<file path="src/rtl/pc_redirect_ctrl.sv">
// Redirect sequencer between the decode-stage target adder and fetch.
// Arbitrates execute/decode redirects, waits for JALR rs1, and holds one redirect until fetch takes it.
module pc_redirect_ctrl #(
    parameter int CNT_W = 32
) (
    input  logic             clk,
    input  logic             reset,
    input  logic             dec_valid,
    input  logic             dec_taken,
    input  logic             dec_is_jalr,
    input  logic [63:0]      dec_target,
    input  logic [63:0]      jalr_target,
    input  logic             jalr_src_ready,
    input  logic             exe_valid,
    input  logic [63:0]      exe_target,
    input  logic             fetch_ready,
    output logic             redirect_valid,
    output logic [63:0]      redirect_pc,
    output logic             flush_fd,
    output logic             stall_dec,
    output logic             misalign,
    output logic [63:0]      misalign_pc,
    output logic [CNT_W-1:0] redirect_count,
    output logic [1:0]       state_dbg
);

    // Handshake: redirect_valid is held with a stable redirect_pc (except on an
    // execute override) and a transfer happens on any cycle with redirect_valid & fetch_ready.
    typedef enum logic [1:0] {
        IDLE     = 2'd0,
        WAIT_SRC = 2'd1,
        HOLD     = 2'd2
    } state_t;

    state_t             state;
    state_t             state_n;
    logic [63:0]        dec_t;
    logic [63:0]        pc_n;
    logic [63:0]        mis_pc_n;
    logic               mis_n;
    logic [CNT_W-1:0]   cnt_n;
    logic               stall_n;

    // JALR clears the low bit of rs1+imm; bit 1 then decides alignment.
    assign dec_t = dec_is_jalr ? (jalr_target & ~64'h1) : dec_target;

    always_comb begin
        state_n  = state;
        pc_n     = redirect_pc;
        mis_n    = 1'b0;
        mis_pc_n = misalign_pc;
        cnt_n    = redirect_count;
        stall_n  = 1'b0;
        case (state)
            IDLE: begin
                if (exe_valid) begin
                    state_n = HOLD;
                    pc_n    = exe_target;
                end else if (dec_valid && dec_taken) begin
                    if (dec_is_jalr && !jalr_src_ready) begin
                        state_n = WAIT_SRC;
                        stall_n = 1'b1;
                    end else if (dec_t[1]) begin
                        mis_n    = 1'b1;
                        mis_pc_n = dec_t;
                    end else begin
                        state_n = HOLD;
                        pc_n    = dec_t;
                    end
                end
            end
            WAIT_SRC: begin
                stall_n = 1'b1;
                if (exe_valid) begin
                    state_n = HOLD;
                    pc_n    = exe_target;
                end else if (jalr_src_ready) begin
                    if (dec_t[1]) begin
                        state_n  = IDLE;
                        mis_n    = 1'b1;
                        mis_pc_n = dec_t;
                    end else begin
                        state_n = HOLD;
                        pc_n    = dec_t;
                    end
                end
            end
            HOLD: begin
                stall_n = 1'b1;
                if (fetch_ready) begin
                    cnt_n = redirect_count + CNT_W'(1);
                end
                // An execute override replaces the target; the old one is still counted if fetch took it.
                if (exe_valid) begin
                    pc_n = exe_target;
                end else if (fetch_ready) begin
                    state_n = IDLE;
                end
            end
            default: state_n = IDLE;
        endcase
    end

    always_ff @(posedge clk or negedge reset) begin
        if (!reset) begin
            state          <= IDLE;
            redirect_pc    <= 64'h0;
            misalign       <= 1'b0;
            misalign_pc    <= 64'h0;
            redirect_count <= '0;
        end else begin
            state          <= state_n;
            redirect_pc    <= pc_n;
            misalign       <= mis_n;
            misalign_pc    <= mis_pc_n;
            redirect_count <= cnt_n;
        end
    end

    assign redirect_valid = (state == HOLD);
    assign flush_fd       = redirect_valid & fetch_ready;
    assign stall_dec      = stall_n & reset;
    assign state_dbg      = state;

endmodule

</file>
<file path="config.mk">
export PLATFORM = sky130hd
export DESIGN_NAME = pc_redirect_ctrl
export DESIGN_NICKNAME = d
export VERILOG_FILES = /design/src/rtl/pc_redirect_ctrl.sv
export SDC_FILE = /design/constraint.sdc
export NUM_CORES = 1
export LEC_CHECK = 0
export BUFFER_PORTS_ARGS = -buffer_cell sky130_fd_sc_hd__buf_2
export CAP_MARGIN = 20
export CORE_MARGIN = 10
export CORE_UTILIZATION = 35
export DETAILED_ROUTE_END_ITERATION = 12
export GPL_TIMING_DRIVEN = 0
export PLACE_DENSITY = 0.69
export SYNTH_ARGS = -nofsm -noshare
export SYNTH_HDL_FRONTEND = slang
export SYNTH_SLANG_ARGS = --single-unit
</file>
<file path="constraint.sdc">
create_clock -name clk -period 2.4 [get_ports clk]
set_input_delay 0.36 -clock clk [delete_from_list [all_inputs] [get_ports clk]]
set_output_delay 0.36 -clock clk [all_outputs]
set_load 0.1 [all_outputs]
</file>
Yosys cells after proc, flatten, opt, wreduce, memory -nomap -nowiden --
Cells that the tools add are included.
Word-level totals: register bits after elaboration 163, latch bits 0, RAM bits 0, bits in read-only memories 0, bits of input ports 200, output and inout port bits 166, logic and storage cells 70, memories kept 0
Operators by class: add/sub/neg operators 1, multiply operators 0, divide/modulo/power cells 0, magnitude comparators 0, equal/unequal tests 14, shift-type cells 0, mux-type cells 37, bitwise operators 2, reductions and logical operators 11
Operator list (count):
- $mux 64 | 14
- $pmux 64 s3 | 1
- $pmux 64 s2 | 1
- $add 32x1->32 const B | 1
- $mux 2 | 9
- $ne 2x2->1 const B | 8
- $reduce_and 5->1 | 2
- $mux 1 | 9
- $ne 3x3->1 const B | 3
- $pmux 2 s3 | 1
- $reduce_and 6->1 | 1
- $ne 4x4->1 const B | 1
- $pmux 1 s2 | 2
- $reduce_bool 3->1 | 1
- $and 1x1->1 | 2
- $eq 2x1->1 const B | 1
- $eq 2x2->1 const B | 1
- $logic_and 1x1->1 | 2
- $logic_not 2->1 | 1
- $reduce_and 2->1 | 1
- $reduce_bool 2->1 | 1
- $reduce_or 2->1 | 1
- $logic_not 1->1 | 1

Logic depth before layout (Yosys ltp) --
Gate-level depths: netlist (run 1).
depth after elaboration 7, gate-level depth with buffers 8, depth with buffers taken out 6

Worst setup path after synthesis (run 1) --
No wires, ideal clock.
path type register to register, start point register state[1], in the netlist state_dbg[1], end point register redirect_count[29], library setup time 0.163 ns, data arrival time 4.174 ns, data required time 2.237 ns, slack -1.936 ns, cell stages (with the launch flop) 8, path buffers 2, period minus slack after synthesis 4.336 ns, path through dfrtp_1 -> ha_1 -> and2_1 -> clkbuf_1 -> nand4_1 -> clkbuf_1 -> nor4_1 -> xor2_1
On the way: word-level cells in the longest chain between the ends 2
Ends and longest elaborated chain:
- start, declared | line 35 | state_t state;
- start signal, assigned | line 112 | state <= state_n;
- $eq 2x2->1
- via redirect_valid | line 17 | output logic redirect_valid,
- $reduce_and 2->1 (no source line)
- end signal, assigned | line 116 | redirect_count <= cnt_n;
- end, declared | line 23 | output logic [CNT_W-1:0] redirect_count,
The timed path passes the listed nets, and every way through them passes these cells. A chain may end at the register's enable or synchronous reset.

Worst setup path in the final report (run 1) --
start point register state[1], in the netlist state_dbg[1], end point output stall_dec
On the way: word-level cells in the longest chain between the ends 4, elaborated cells between the ends (all ways) 6, those cells by class eq/ne: 2; mux: 1; bitwise: 1; reduce/logical: 2
Ends and longest elaborated chain:
- $eq 2x2->1 / $eq 2x1->1 (equally long branches) | line 54 | case (state)
- $reduce_or 2->1 (no source line)
- $pmux 1 s2 (*) | line 54
- $and 1x1->1 (*) | line 122 | assign stall_dec = stall_n & reset;
- end, declared | line 20 | output logic stall_dec,
Mark *: on every way between the ends. The rest lies on a longest branch, timed or not.

==> results.md, run 1 <==
* Skew-Pair Late Insertion Delay at 0.42 ns
* R2r startpoint: state_dbg[0]
* # nets final at 1277
* Ys flop type: dfrtp_1
* Via count at roughly 6500
* Clock slew at reported path FFs at ~0.070 ns
* Die height at 172 um
* Synth Area in Compound Gates at 2.97%
* R2r worst-path depth at 7
* Core Area at between 20000 and 25000 um^2
* CTS Sinks at 163
* WL met1 at around 11 mm
* Worst Hold Endpoint: redirect_pc[1]
* # DRC at 0
* Worst Min Path Start: exe_target[1]
* Critical Path RT at 2.04 ns
* Synth area leaders: dfrtp_1, mux2i_1, mux2_4
* Final wirelength at 27.5 mm
* Root buffer cell: clkbuf_16
* Synth top area share at 50.2%
* Rows at 55
* Rel. slew slack at roughly two fifths
* Setup TNS after final layout at 0 ns
* Mapped Cells at between 600 and 700
* Largest area contributor in the netlist: dfrtp_1
* Mux contribution to synthesized area at 30.2%
* Fmax at between 400 and 500 MHz
* Synth Area in Adders at less than 1%
* Hold Crit Depth at 3
* TritonCTS buffer count at 17
* Via density per instance at ~4.7
* RSZ-0062 raised after global routing: yes
* Final min period at 2.35 ns
* Post-Syn Area per Cell at 11.8 um^2
* Fin. Hold Viols at 0
* Die ar. at approximately 30000 um^2
* First-pass GRT wire length at ~41 mm
* WP data arrival at 1.99 ns
* Synthesis-stage register bit count at roughly 160
* Met3 wire length at roughly 2.2 mm
* Count leader, synth: dfrtp_1
* Layout cell share with drive strength beyond 1 at approximately 45%
* Reg2reg end: redirect_pc[22]
* Congestion Overflow GR at 0
* Status: finished, final reports clean
* Post-Syn Area at a little over 8000 um^2
* Setup Fix Bufs, Post-CTS at 0
* XOR/XNOR Fraction of Synth Area at around 3.3%
* Number of distinct library cells after synthesis at 36
* Filler Cells Inserted at ~2100
* Clock Skews at 0.0168 ns
* Crit share post-route at a little over nine tenths
* Synth Area in Simple Gates at 6.74%
* Worst Setup End Kind: primary output
* CTS tree: yes
* R2r setup slk at approximately 0.11 ns
* Post-DP HPWL at 21.4 mm
* Starting Density at 35.7%
* Worst slew pin tran at around 0.89 ns
* Pin count of the biggest net entering global routing at between 90 and 100
* Initial DRC Count at 401
* Vias in the first global route at approximately 7000
* FFs w/ async S/R, synth at between 90% and 100%
* Total GRT Usage at 18.0%
* Tightest Hold Check Type: in2reg
* WL per Instance at between 15 and 20 um
* Startpoint types: flop
* Ys Warns at 0
* Crit Path Class: reg2out
* Initial antenna violation count at 1
* Setup violations, final at 0
* Wire length on met2 at 13.6 mm
* TritonRoute pass-1 iters at 4
* Post-detailed-route count of antenna-violating nets at 0
* Sequential area share after synthesis at 50.2%
* PortBufs at 364
* EDFF count, synth at 0
* Final slew viol count at 0
* Number of I/O pins at between 300 and 400
* Max-cap violations at 0
* Commonest cells in the netlist: dfrtp_1, mux2i_1, inv_1, nand2_1, o21ai_0
* CTS Buffer Depth at 2
* Largest family of logic cells by synthesized area: multiplexers
* Mapped Nets at between 800 and 900
* Syn-to-layout area delta at 36.7%
* Htree depth at 4
* Placer Congestion at 0.871
* Critical path fanouts, max at 6
* Die extent in x at about 170 um
* Top sig layer: met4
-- worst max-delay path by stage --
stage                     depth (start not counted)            endpoint    startpoint  slack (ns)
final                                             6           stall_dec  state_dbg[1]        0.05
after global routing                              6           stall_dec  state_dbg[0]       -0.03
after CTS                                         6           stall_dec  state_dbg[1]       -0.05
after detailed placement                          8     misalign_pc[55]   dec_is_jalr       -0.32
after global placement                            1        state_dbg[1]         reset       -2.28
after floorplan                                   8  redirect_count[25]  state_dbg[0]        -0.1
-- layout make-up --
class	count	area, um^2	area share (%)
Multi-Input combinational cell	413	3670	33.0
Sequential cell	163	4090	36.8
Inverter	74	280	2.52
Timing Repair Buffer	366	1890	17.0
Clock buffer	18	429	3.86
Clock inverter	12	134	1.20
Buffer	37	230	2.07
Antenna cell	1	2.50	0.0225
Tap cell	313	392	3.52
-- metal layers --
metal	track usage [%]	up-vias
li1	-	3102
met1	21.4	3174
met2	30.7	232
met3	6.04	16
met4	4.57	0
met5	0	-
-- registers in the layout, indices dropped and copies added, names as in the netlist --
signal,count
misalign_pc,64
redirect_pc,64
redirect_count,32
state_dbg,2
misalign,1
-- metrics by stage --
step                cell area [um^2]  setup slack (ns)  util [%]  cells  hold WS [ns]
floorplan                       8240           -0.0963         -    687        0.0644
global placement               10500             -2.28      45.9   1364         0.447
detailed placement             10500            -0.324      46.1   1365         0.361
CTS                            11100           -0.0482      48.7   1396         0.159
finish                         11100            0.0478      48.8   1397         0.188
global route                   11100           -0.0270      48.8   1397         0.164
-- critical path, cell delays in order (launching register included) --
cell and delay [ns]:
dfrtp_4 0.51, inv_2 0.10, ha_4 0.16, and3_4 0.21, a31oi_2 0.12, nor3b_4 0.26
buf_12 0.21
-- cell usage in the layout (no fill, tap or decap), types with 3 or more instances in the layout --
cell type	n
buf_6	5
clkbuf_1	15
o21ai_0	37
nand2b_1	5
xnor2_1	10
nand4_1	6
nor3_1	12
clkbuf_2	3
buf_2	374
nor2b_1	3
nand3_1	8
nor2_1	4
xor2_1	21
a21oi_1	5
mux2_1	34
dfrtp_1	161
nand2_1	48
inv_6	3
mux2_2	28
clkbuf_16	18
inv_1	72
mux2i_1	127
ha_1	3
and4_1	5
mux2_4	31
clkinvlp_4	5
and3_1	3
nor4_1	5
-- cells by family after synthesis --
family                   count (synthesis)
flip-flops                             163
buffers and inverters                  111
XOR/XNOR                                31
adder cells (fa/ha/maj)                  5
AND/OR/NAND/NOR                        110
AO/OA/AOI/OAI                           46
multiplexers                           221
-- timing repair --
action,CTS,global route
pin swaps,0,1
setup endpoints to repair,61,42
hold buffers,1,0
resized for setup,7,10
hold endpoints to repair,69,0
Power of run 1 is left out: the tool's default activity adds up to more than one toggle a clock period on the data nets, which glitch-free logic cannot reach.
==> inputs of run 2 (changes only) <==
--- a/config.mk
+++ b/config.mk
@@ -7,11 +7,12 @@
 export LEC_CHECK = 0
 export BUFFER_PORTS_ARGS = -buffer_cell sky130_fd_sc_hd__buf_2
 export CAP_MARGIN = 20
-export CORE_MARGIN = 10
+export CELL_PAD_IN_SITES_DETAIL_PLACEMENT = 1
+export CELL_PAD_IN_SITES_GLOBAL_PLACEMENT = 1
 export CORE_UTILIZATION = 35
 export DETAILED_ROUTE_END_ITERATION = 12
 export GPL_TIMING_DRIVEN = 0
-export PLACE_DENSITY = 0.69
+export PLACE_DENSITY = 0.86
 export SYNTH_ARGS = -nofsm -noshare
 export SYNTH_HDL_FRONTEND = slang
 export SYNTH_SLANG_ARGS = --single-unit
==> results.md, run 2 (synthesis results as in run 1) <==
* Status: finished, final reports clean
* Placement Setup Slack at -0.324 ns
* First-pass GRT wire length at around 41 mm
* Max-cap violations at 0
* Die ar. at 23800 um^2
* Crit share post-route at between 90% and 100%
* Crit Path Class: reg2out
* Final min period at around 2.3 ns
* Fin. Hold Viols at 0
* TritonRoute pass-1 iters at 4
* # DRC at 0
* Hold Crit Depth at 3
* Via density per instance at a little under 5
* CTS tree: yes
* Initial DRC Count at approximately 250
* Final slew viol count at 0
* Critical path fanouts, max at 6
* Vias in the first global route at approximately 7400
* Fmax at around 430 MHz
* Startpoint types: flop
* Post-DP HPWL at around 21 mm
* RSZ-0062 raised after global routing: yes
* Die height at approximately 150 um
* R2r startpoint: state_dbg[0]
* PortBufs at about 360
* Syn-to-layout area delta at 36.6%
* Layout cell share with drive strength beyond 1 at a little under half
* Number of I/O pins at between 300 and 400
* Initial antenna violation count at 1
* Root buffer cell: clkbuf_16
* Worst Setup End Kind: primary output
* Worst Min Path Start: exe_target[1]
* Largest regs: misalign_pc (64), redirect_pc (64), redirect_count (32)
* Rel. slew slack at around 34%
* Starting Density at 35.8%
* Clock Skews at ~0.015 ns
* Most frequent cells in the layout: buf_2, dfrtp_1, mux2i_1
* Cell chain of the critical path: inv_4, ha_4, and3_4, a31oi_2, nor3b_4, buf_12
* Post-detailed-route count of antenna-violating nets at 0
* TritonCTS buffer count at 17
* # nets final at between 1000 and 1500
* Total GRT Usage at 22.8%
* R2r setup slk at ~0.13 ns
* Largest stage delay on the critical path at between 0.5 and 0.6 ns
* Final wirelength at approximately 27 mm
* Rows at 55
* Congestion Overflow GR at 0
* Via count at 6717
* Die extent in x at roughly 150 um
* Worst Hold Endpoint: redirect_pc[1]
* CTS Buffer Depth at 2
* Skew-Pair Late Insertion Delay at 0.42 ns
* Critical Path RT at slightly above 2 ns
* Core Area at around 23000 um^2
* Reg2reg end: redirect_pc[11]
* Worst setup margin at approximately 0.061 ns
* Setup Fix Bufs, Post-CTS at 0
* CTS Sinks at around 160
* Most common cell after layout, fill and taps aside: buf_2
* WP data arrival at roughly 2.0 ns
* R2r worst-path depth at 7
* WL per Instance at 19.6 um
* Placer Congestion at between 0.8 and 0.9
* Tightest Hold Check Type: in2reg
* Pin count of the biggest net entering global routing at 86
* Setup violations, final at 0
* Htree depth at 4
* Worst slew pin tran at between 0.9 and 1 ns
* Critical Path Slowest Stage Cell: dfrtp_4
* Clock slew at reported path FFs at roughly 0.07 ns
run 2: repair_timing:
action,4_1_cts,5_1_grt
gates resized for setup,7,10
cloned,0,0
endpoints found under the hold margin,78,42
endpoints found under the setup margin,61,45
pin swaps,0,1
run 2: how the worst max path moves through the flow:
stage	startpoint	endpoint	slack, ns	cells past startpoint
2_1_floorplan	state_dbg[0]	redirect_count[25]	-0.1	8
3_3_place_gp	reset	state_dbg[1]	-2.21	1
3_5_place_dp	dec_is_jalr	misalign_pc[42]	-0.32	8
4_1_cts	state_dbg[1]	stall_dec	-0.05	6
5_1_grt	state_dbg[0]	stall_dec	-0.02	6
6_report	state_dbg[0]	stall_dec	0.06	6
run 2: per-layer routing:
layer | global-route usage (%) | vias up | wire length, um
met1 | 25.8 | 3315 | 10800
met3 | 4.90 | 52 | 1340
li1 | - | 3109 | -
met2 | 41.2 | 241 | 13800
met5 | 0 | - | 0
met4 | 9.81 | 0 | 887
run 2: layout make-up:
| type | count | area, um^2 |
|---|---|---|
| Fill cell | 2598 | 11600 |
| Sequential cell | 163 | 4090 |
| Multi-Input combinational cell | 413 | 3670 |
| Timing Repair Buffer | 367 | 1910 |
| Clock buffer | 19 | 443 |
| Tap cell | 285 | 357 |
| Inverter | 74 | 283 |
| Buffer | 37 | 230 |
| Clock inverter | 12 | 123 |
| Antenna cell | 1 | 2.50 |
run 2: metrics by stage:
stage / hold WS (ns) / util (%) / cells / cell area, um^2 / setup TNS, ns
after CTS: -0.0666 / 48.6 / 1368 / 11000 / -0.0484
after global placement: 0.446 / 45.9 / 1336 / 10400 / -280.52
after global routing: 0.215 / 48.9 / 1371 / 11100 / -0.0242
after detailed placement: 0.390 / 46.0 / 1337 / 10500 / -14.48
final: 0.180 / 48.9 / 1371 / 11100 / 0
after floorplan: 0.0644 / - / 687 / 8240 / -0.985
run 2: critical path, delay by kind of cell, from the launching register on:
family                   cells  cell delay, ns
AO/OA/AOI/OAI                1            0.12
adder cells (fa/ha/maj)      1            0.16
buffers and inverters        2            0.30
flip-flops                   1            0.52
AND/OR/NAND/NOR              2            0.46
Power of run 2 is left out for the same reason.
==> inputs of run 3 (changes only) <==
==> constraint.sdc (replaced) <==
create_clock -name clk -period 2.8 [get_ports clk]
set_input_delay 0.42 -clock clk [delete_from_list [all_inputs] [get_ports clk]]
set_output_delay 0.42 -clock clk [all_outputs]
set_load 0.1 [all_outputs]
==> results.md, run 3 (synthesis results as in run 1) <==
* # nets final at 1276
* Failing checks: hold timing
* Rows at 55
* WP data arrival at ~2.3 ns
* Vias in the first global route at about 7500
* Core Area at between 20000 and 25000 um^2
* Starting Density at between 30 and 40%
* Startpoint types: flop
* Clock Skews at around 0.014 ns
* Post-detailed-route count of antenna-violating nets at 0
* Tightest Hold Check Type: in2async
* Crit Path Class: reg2out
* Most common cell after layout, fill and taps aside: buf_2
* Worst setup margin at about 0.13 ns
* Fmax at ~370 MHz
* CTS resizes at 0
* Post-DP HPWL at a little over 20 mm
* CTS Hold Bufs at 0
* Crit share post-route at between 90 and 100%
* Rel. slew slack at between 20% and 30%
* Largest regs: misalign_pc (64), redirect_pc (64), redirect_count (32)
* Grt met3 use at between 4 and 5%
* Placed Area at ~10000 um^2
* First-pass GRT wire length at ~41 mm
* Via density per instance at between 4 and 5
* TritonRoute pass-1 iters at 4
* Grt met1 use at 26.9%
* Fin. Hold Viols at 10
* CTS tree: yes
* Final min period at between 2 and 3 ns
* Placed instance count at 1337
* Syn-to-layout area delta at 34.5%
* Final Instance Area at 10900 um^2
* WL per Instance at between 15 and 20 um
* CP Buf/Inv Count at 2
* Delay-heaviest family, CP: buffers and inverters
* Setup violations, final at 0
* Critical path fanouts, max at 6
* Filler Cells Inserted at ~2600
* Layout cell share with drive strength beyond 1 at ~44%
* Skew-Pair Late Insertion Delay at 0.42 ns
* Register Area at between 4000 and 5000 um^2
* Total GRT Usage at around 23%
* Largest stage delay on the critical path at 0.44 ns
* Number of I/O pins at about 370
* Status: finished with violations
* Most frequent cells in the layout: buf_2, dfrtp_1, mux2i_1
* # DRC at 0
* Worst slew pin tran at ~1.1 ns
* Final Util at roughly half
* PortBufs at approximately 360
* CTS Sinks at about 160
* Critical Path Slowest Stage Cell: dfrtp_2
* Final wirelength at approximately 27 mm
* Placer Congestion at about 0.83
* Htree depth at 4
* Critical Path RT at 2.38 ns
* Die ar. at 23800 um^2
* Cell chain of the critical path: inv_1, ha_1, and3_1, a31oi_1, nor3b_4, clkbuf_4
* Area of the multi-input gates at 3600 um^2
* TritonCTS buffer count at 17
* Max-cap violations at 0
* Setup Fix Bufs, Post-CTS at 0
* CTS Buffer Depth at 2
* Non-Filler Instances at ~1400
* Hold WS at -0.0369 ns
* Die extent in x at between 150 and 200 um
* Clock slew at reported path FFs at around 0.070 ns
* Pin count of the biggest net entering global routing at 92
* Initial DRC Count at around 270
* Final slew viol count at 0
* Initial antenna violation count at 1
* Die height at about 150 um
* Via count at 6719
* Root buffer cell: clkbuf_16
* Congestion Overflow GR at 0
* GRT busiest layer: met2
* Met2 global-route usage at between 40% and 50%
* Worst Setup End Kind: primary output
* Placement Setup Slack at 0.0235 ns
run 3: cell types whose count changed in the layout (fill, tap and decap cells not counted), moves of 3 or more:
cell        change
clkbuf_1        +4
clkbuf_2        -3
nor4_1          +4
clkinvlp_4      -5
inv_6           +4
run 3: worst register-to-register path: stages, from the launching register on:
cell	delay [ns]
dfrtp_2	0.44
inv_1	0.14
ha_4	0.17
or2_1	0.09
buf_2	0.24
buf_2	0.29
buf_1	0.62
mux2i_1	0.28
mux2i_1	0.09
run 3: area by class of cell:
cell class / count / area share [%]
sequential: 163 / 37.3
inverter: 74 / 2.54
antenna: 1 / 0.0229
buffer: 37 / 1.81
multi-input combinational: 413 / 33.0
tap: 285 / 3.26
timing repair buffer: 365 / 17.0
clock inverter: 13 / 1.03
clock buffer: 19 / 4.05
run 3: worst paths after layout:
check / slack (ns) / cells past startpoint / endpoint / start
min in group clk: 0.25 / 3 / redirect_pc[1] / exe_target[1]
max in group asynchronous: 1.98 / 2 / state_dbg[1] / reset
min: -0.04 / 1 / misalign_pc[19] / reset
max: 0.13 / 6 / stall_dec / state_dbg[0]
max reg2reg: 0.31 / 8 / redirect_pc[56] / state_dbg[0]
min reg2reg: 0.49 / 1 / misalign_pc[1] / misalign_pc[1]
run 3: per-stage QoR:
stage / hold slack, ns / setup TNS (ns)
detailed placement: 0.474 / 0
global route: 0.0305 / -0.00133
finish: -0.0369 / 0
global placement: 0.446 / -215.82
floorplan: 0.124 / 0
CTS: 0.0319 / 0
run 3: metal layers:
metal | part of all wire, % | vias to the layer above | wire, um
met3 | 5.2 | 45 | 1390
met5 | 0 | - | 0
li1 | - | 3096 | -
met1 | 41 | 3348 | 10900
met2 | 51 | 230 | 13600
met4 | 3.1 | 0 | 822
Power of run 3 is left out for the same reason.
